$ cat src/rtl/prdct_chk_pkg.sv
// Shared definitions for the EX-stage prediction checker: opcode and funct3
// codes, reset address, jump-enable encodings, checker state encoding and
// immediate decode helpers.
package prdct_chk_pkg;

  // Control-transfer opcodes
  localparam logic [6:0] INST_TYPE_B = 7'b1100011;
  localparam logic [6:0] INST_JAL    = 7'b1101111;
  localparam logic [6:0] INST_JALR   = 7'b1100111;

  // Branch funct3 codes
  localparam logic [2:0] INST_BEQ  = 3'b000;
  localparam logic [2:0] INST_BNE  = 3'b001;
  localparam logic [2:0] INST_BLT  = 3'b100;
  localparam logic [2:0] INST_BGE  = 3'b101;
  localparam logic [2:0] INST_BLTU = 3'b110;
  localparam logic [2:0] INST_BGEU = 3'b111;

  // Core-wide constants
  localparam logic [31:0] CpuResetAddr = 32'h0000_0000;
  localparam logic [31:0] ZeroWord     = 32'h0000_0000;
  localparam logic        JumpEnable   = 1'b1;
  localparam logic        JumpDisable  = 1'b0;

  // Checker state: IDLE resolves, SHADOW masks the squashed wrong-path slot
  typedef enum logic {
    IDLE   = 1'b0,
    SHADOW = 1'b1
  } state_t;

  // B-type immediate, sign-extended to 32 bits
  function automatic logic [31:0] imm_b(input logic [31:0] inst);
    return {{19{inst[31]}}, inst[31], inst[7], inst[30:25], inst[11:8], 1'b0};
  endfunction

  // J-type immediate, sign-extended to 32 bits
  function automatic logic [31:0] imm_j(input logic [31:0] inst);
    return {{11{inst[31]}}, inst[31], inst[19:12], inst[20], inst[30:21], 1'b0};
  endfunction

  // I-type immediate, sign-extended to 32 bits
  function automatic logic [31:0] imm_i(input logic [31:0] inst);
    return {{20{inst[31]}}, inst[31:20]};
  endfunction

endpackage

$ cat src/rtl/prdct_chk_cmp.sv
// Combinational branch comparator: turns funct3 and the two forwarded
// operands into the actual branch direction. Unused funct3 codes are
// treated as not taken.
module prdct_chk_cmp
  import prdct_chk_pkg::*;
#(
  parameter int DATA_W = 32
) (
  input  logic [2:0]        funct3,
  input  logic [DATA_W-1:0] rs1,
  input  logic [DATA_W-1:0] rs2,
  output logic              taken
);

  logic eq;
  logic lt_s;
  logic lt_u;

  assign eq   = (rs1 == rs2);
  assign lt_s = ($signed(rs1) < $signed(rs2));
  assign lt_u = (rs1 < rs2);

  // Select the comparison that matches the branch flavour
  always_comb begin
    taken = 1'b0;
    case (funct3)
      INST_BEQ:  taken = eq;
      INST_BNE:  taken = ~eq;
      INST_BLT:  taken = lt_s;
      INST_BGE:  taken = ~lt_s;
      INST_BLTU: taken = lt_u;
      INST_BGEU: taken = ~lt_u;
      default:   taken = 1'b0;
    endcase
  end

endmodule

$ cat config.mk
export PLATFORM = sky130hd
export DESIGN_NAME = prdct_chk_cmp
export DESIGN_NICKNAME = d
export VERILOG_FILES = /design/src/rtl/prdct_chk_pkg.sv /design/src/rtl/prdct_chk_cmp.sv
export SDC_FILE = /design/constraint.sdc
export NUM_CORES = 1
export LEC_CHECK = 0
export BUFFER_PORTS_ARGS = -buffer_cell sky130_fd_sc_hd__buf_4
export CORE_UTILIZATION = 34
export DETAILED_ROUTE_END_ITERATION = 8
export GPL_TIMING_DRIVEN = 0
export MAX_ROUTING_LAYER = met4
export PLACE_DENSITY_LB_ADDON = 0.1
export RECOVER_POWER = 50
export SLEW_MARGIN = 20
export SYNTH_ARGS = -nofsm -noshare
export SYNTH_HDL_FRONTEND = slang
export SYNTH_SLANG_ARGS = --single-unit
$ cat constraint.sdc
create_clock -name vclk -period 2.17
set_input_delay 0.217 -clock vclk [all_inputs]
set_output_delay 0.217 -clock vclk [all_outputs]
set_load 0.01 [all_outputs]
# Yosys cells after proc, flatten, opt, wreduce, memory -nomap -nowiden

Cells that the tools add are included.

Word-level logic and storage cells: 13
Output and inout port bits: 1
Bits of input ports: 67
Bits in registers: 0

Reduce and logical (&&, ||, !) cells: 1
Eq/ne operators: 6
Multiplexer cells: 1
$lt $le $gt $ge: 2
Bitwise logic cells: 3

Operators by type and width:

| kind                 | number |
|---|---|
| $lt A32 B32 Y1       | 2 |
| $eq A32 B32 Y1       | 1 |
| $eq A3 B3 Y1 const B | 4 |
| $pmux W1 S6          | 1 |
| $eq A3 B1 Y1 const B | 1 |
| $logic_not A3 Y1     | 1 |
| $not A1 Y1           | 3 |

# Longest topological paths before layout

Depth after elaboration: 3
Depth in mapped cells: 8
Gate-level depth less buffers: 8

# Worst setup path before layout

Ideal clock, no wire load.

Path type: input to output
Start: in rs2[23]
End: out taken
Required time: 1,953 ps
Path buffers: 0
Path slack: 106 ps
Stages on the path: 8
Arrival: 1,847 ps
Cell sequence: inv_1 > ha_1 > a21oi_2 > o21ai_1 > a221oi_2 > o22ai_1 > or4_1 > a31o_1

Cells in the longest elaborated chain, start to end: 3
Elaborated cells on any way between the ends: 7
Those cells by class: order compare: 2; eq/ne: 1; mux: 1; bitwise: 3

Ends and longest elaborated chain:

| item                                         | line                                                          | text |
|---|---|---|
| start: declaration                           | prdct_chk_cmp.sv:11                                           | `input logic [DATA_W-1:0] rs2,` |
| $lt A32 B32 Y1, or another cell as far along | prdct_chk_cmp.sv:21                                           | `assign lt_u = (rs1 < rs2);` |
| $not A1 Y1 (on tied branches)                | prdct_chk_cmp.sv:32, prdct_chk_cmp.sv:28, prdct_chk_cmp.sv:30 |  |
| $pmux W1 S6 (*)                              | prdct_chk_cmp.sv:26                                           | `case (funct3)` |
| end: declaration                             | prdct_chk_cmp.sv:12                                           | `output logic taken` |

Every way passes the cells marked *; elsewhere a longest branch is shown, timed or not.

# Worst setup path after layout

Same ends and word-level chain as after synthesis.

==> results.py <==
metrics = {
    "run_status": {
        "run_status": "finished, violations left",
        "violations": "negative setup slack",
    },
    "detailed_routing": {
        "viasPerCell": 5.02,
        "ant_nets": 0,
        "route.detailed.drc": 0,
        "wire_per_inst_um": 12.9,
        "vias": 1120,
        "first_pass_iters": 4,
        "routed_wl_um": 2870,
        "drt_iter0_drc": 12,
    },
    "global_routing": {
        "grt_max_degree": 4,
        "antenna_found_initial": 0,
        "grt.total_usage": 0.234,
        "overflow": 0,
        "first_global_vias": 1171,
        "grt_pass1_wl_um": 4800,
    },
    "layout": {
        "seqCellArea_um2": 0,
        "final_layout_size_suffix_gt1_frac": 0.626,
        "final_cell_count_no_fill": 223,
        "area_growth_pct": 105,
        "antenna_cells": 0,
        "numSequentialCells": 0,
        "nNetsFinal": 296,
        "nClkBuffers": 0,
    },
    "synth": {
        "synth.avg_cell_area_um2": 7.20,
        "synth_top_family_by_area": "adder cells",
        "netlist_area_um2": 865,
        "ys_warn_count": 0,
        "yosys.area_share.simple": 0.187,
        "syn_inst": 120,
        "post_synth_num_cell_types": 25,
        "muxShareOfSynthArea": 0,
        "seq_area_frac_synth": 0,
        "synth_xor_area_frac": 0.0203,
        "synth_nets": 219,
        "synthAdderAreaFrac": 0.463,
        "synth_compound_area_frac": 0.187,
    },
    "floorplanning": {
        "row_count": 17,
        "die_w_um": 52.4,
        "die_y_um": 52.4,
        "core_area_um2": 2300,
        "ioPinCount": 68,
        "fp.dieArea_um2": 2750,
        "initial_core_util": 0.376,
    },
    "critical_path": {
        "crit_arrival_ns": 2.02,
        "path_max_fanout": 3,
        "crit_required_ns": 1.95,
        "crit_type": "in2out",
        "setup.worst_path.end_class": "output pin",
        "critPathLaunchType": "input pin",
    },
    "sta": {
        "fin_crit_ns": 2.24,
        "hold_viol": 0,
        "rsz0062_at_grt": "yes",
        "drv_slew": 0,
        "slew_headroom": 0.782,
        "worst_pin_slew_ns": 0.325,
        "whs_ns": 0.774,
        "max_freq_mhz": 447,
        "fin_ws_ns": -0.0677,
        "finalSetupViolations": 1,
        "post-route-period-util": 1.03,
    },
    "hold_path": {
        "hold_depth": 3,
        "hold_class": "in2out",
        "hold_end": "taken",
        "min_from": "funct3[2]",
    },
    "placement": {
        "dp_hpwl_um": 2040,
        "gp_congestion": 0.667,
        "io_buffers": 68,
        "dp.cells": 216,
    },
    "clock_tree": {
        "postCtsHoldBufs": 0,
    },
    "pwr": {
        "leakage_nw": 0.889,
        "power.density_nw_per_um2": 190,
        "finalPower_mw": 0.336,
        "peakVddDrop_mv": 0.132,
    },
    "flow_run": {
        "max-cap-violations": 0,
    },
}
## cell usage in the layout, fill, tap and decap left out, types with 2 or more instances in the layout
cell / count
ha_4: 17
inv_1: 18
o21ai_1: 2
nand2_1: 8
a221oi_2: 2
nor2_1: 2
inv_4: 3
a21oi_1: 7
buf_6: 9
a21oi_2: 6
nand4_1: 6
nand3_1: 5
inv_2: 12
and4_4: 2
ha_1: 15
buf_4: 66
## synthesized netlist by cell type
cell type | count | area [um2]
xnor2_1 | 1 | 8.76
a21o_1 | 1 | 7.51
xor2_1 | 1 | 8.76
nor2_1 | 2 | 7.51
nor3b_1 | 1 | 7.51
a221oi_2 | 2 | 30.0
nand2_1 | 8 | 30.0
nor2b_1 | 1 | 6.26
o31ai_1 | 1 | 7.51
a21oi_1 | 12 | 60.1
a31o_1 | 1 | 8.76
a21oi_2 | 1 | 8.76
o21ai_1 | 1 | 5.00
or4_1 | 1 | 7.51
a221o_1 | 1 | 10.0
ha_1 | 32 | 400
o21ai_0 | 2 | 10.0
and4_2 | 2 | 20.0
inv_1 | 33 | 124
nand3_1 | 5 | 25.0
o211ai_1 | 1 | 7.51
nor3_1 | 2 | 10.0
o22ai_1 | 1 | 6.26
nand4_1 | 6 | 37.5
or4b_2 | 1 | 10.0
## per-stage QoR
step | area, um2 | util | setup WS (ns) | setup TNS (ns)
detailed placement | 1410 | 0.614 | -0.214 | -0.214
finish | 1770 | 0.771 | -0.0677 | -0.0677
CTS | 1760 | 0.766 | -0.0177 | -0.0177
floorplan | 865 | - | 0.106 | 0
global placement | 1410 | 0.614 | -0.201 | -0.201
global route | 1770 | 0.771 | -0.132 | -0.132
## worst max-delay path, stage by stage
cell     delay (ns)
buf_6          0.07
inv_4          0.03
ha_4           0.27
nand4_1        0.16
or4b_4         0.55
o22ai_2        0.15
buf_4          0.16
o31ai_4        0.06
a31o_1         0.23
buf_6          0.12
## layout make-up
cell class / count / area [um2]
fillers: 165 / 527
inverters: 33 / 131
multi-input cells: 87 / 1010
well taps: 28 / 35.0
repair buffers: 75 / 597
## metal layers
layer / track usage / up-vias / routed length, um
met5: - / - / 0
met4: 0.0263 / 0 / 24
met3: 0.00580 / 2 / 107
met2: 0.506 / 36 / 1700
met1: 0.228 / 510 / 1030
li1: - / 572 / -
## logic make-up (layout without fill, tap and decap cells)
kind of cell | after synthesis | after routing
fa+ha+maj | 32 | 32
buf+inv | 33 | 108
simple gates | 29 | 29
compound gates | 24 | 24
xor+xnor | 2 | 2
## power by group
group,switching (mW),leakage [nW],internal [mW],total [mW]
registers,0,0,0,0
clock network,0,0,0,0
logic,0.136,0.889,0.200,0.336
total,0.136,0.889,0.200,0.336
## worst max-delay path by stage
stage / cells past startpoint / end / slack, ns / start
6_report: 10 / taken / -0.07 / rs2[23]
5_1_grt: 9 / taken / -0.13 / rs1[22]
4_1_cts: 9 / taken / -0.02 / rs1[30]
3_5_place_dp: 9 / taken / -0.21 / rs1[14]
3_3_place_gp: 9 / taken / -0.20 / rs1[23]
2_1_floorplan: 8 / taken / 0.11 / rs2[23]
## repair_timing
item / 4_1_cts / 5_1_grt
setup endpoints to repair: 1 / 1
gates resized for setup: 58 / 1
buffers inserted: 6 / 1
pin swaps: 26 / 2
No activity file was read; power rests on OpenSTA's default activity.
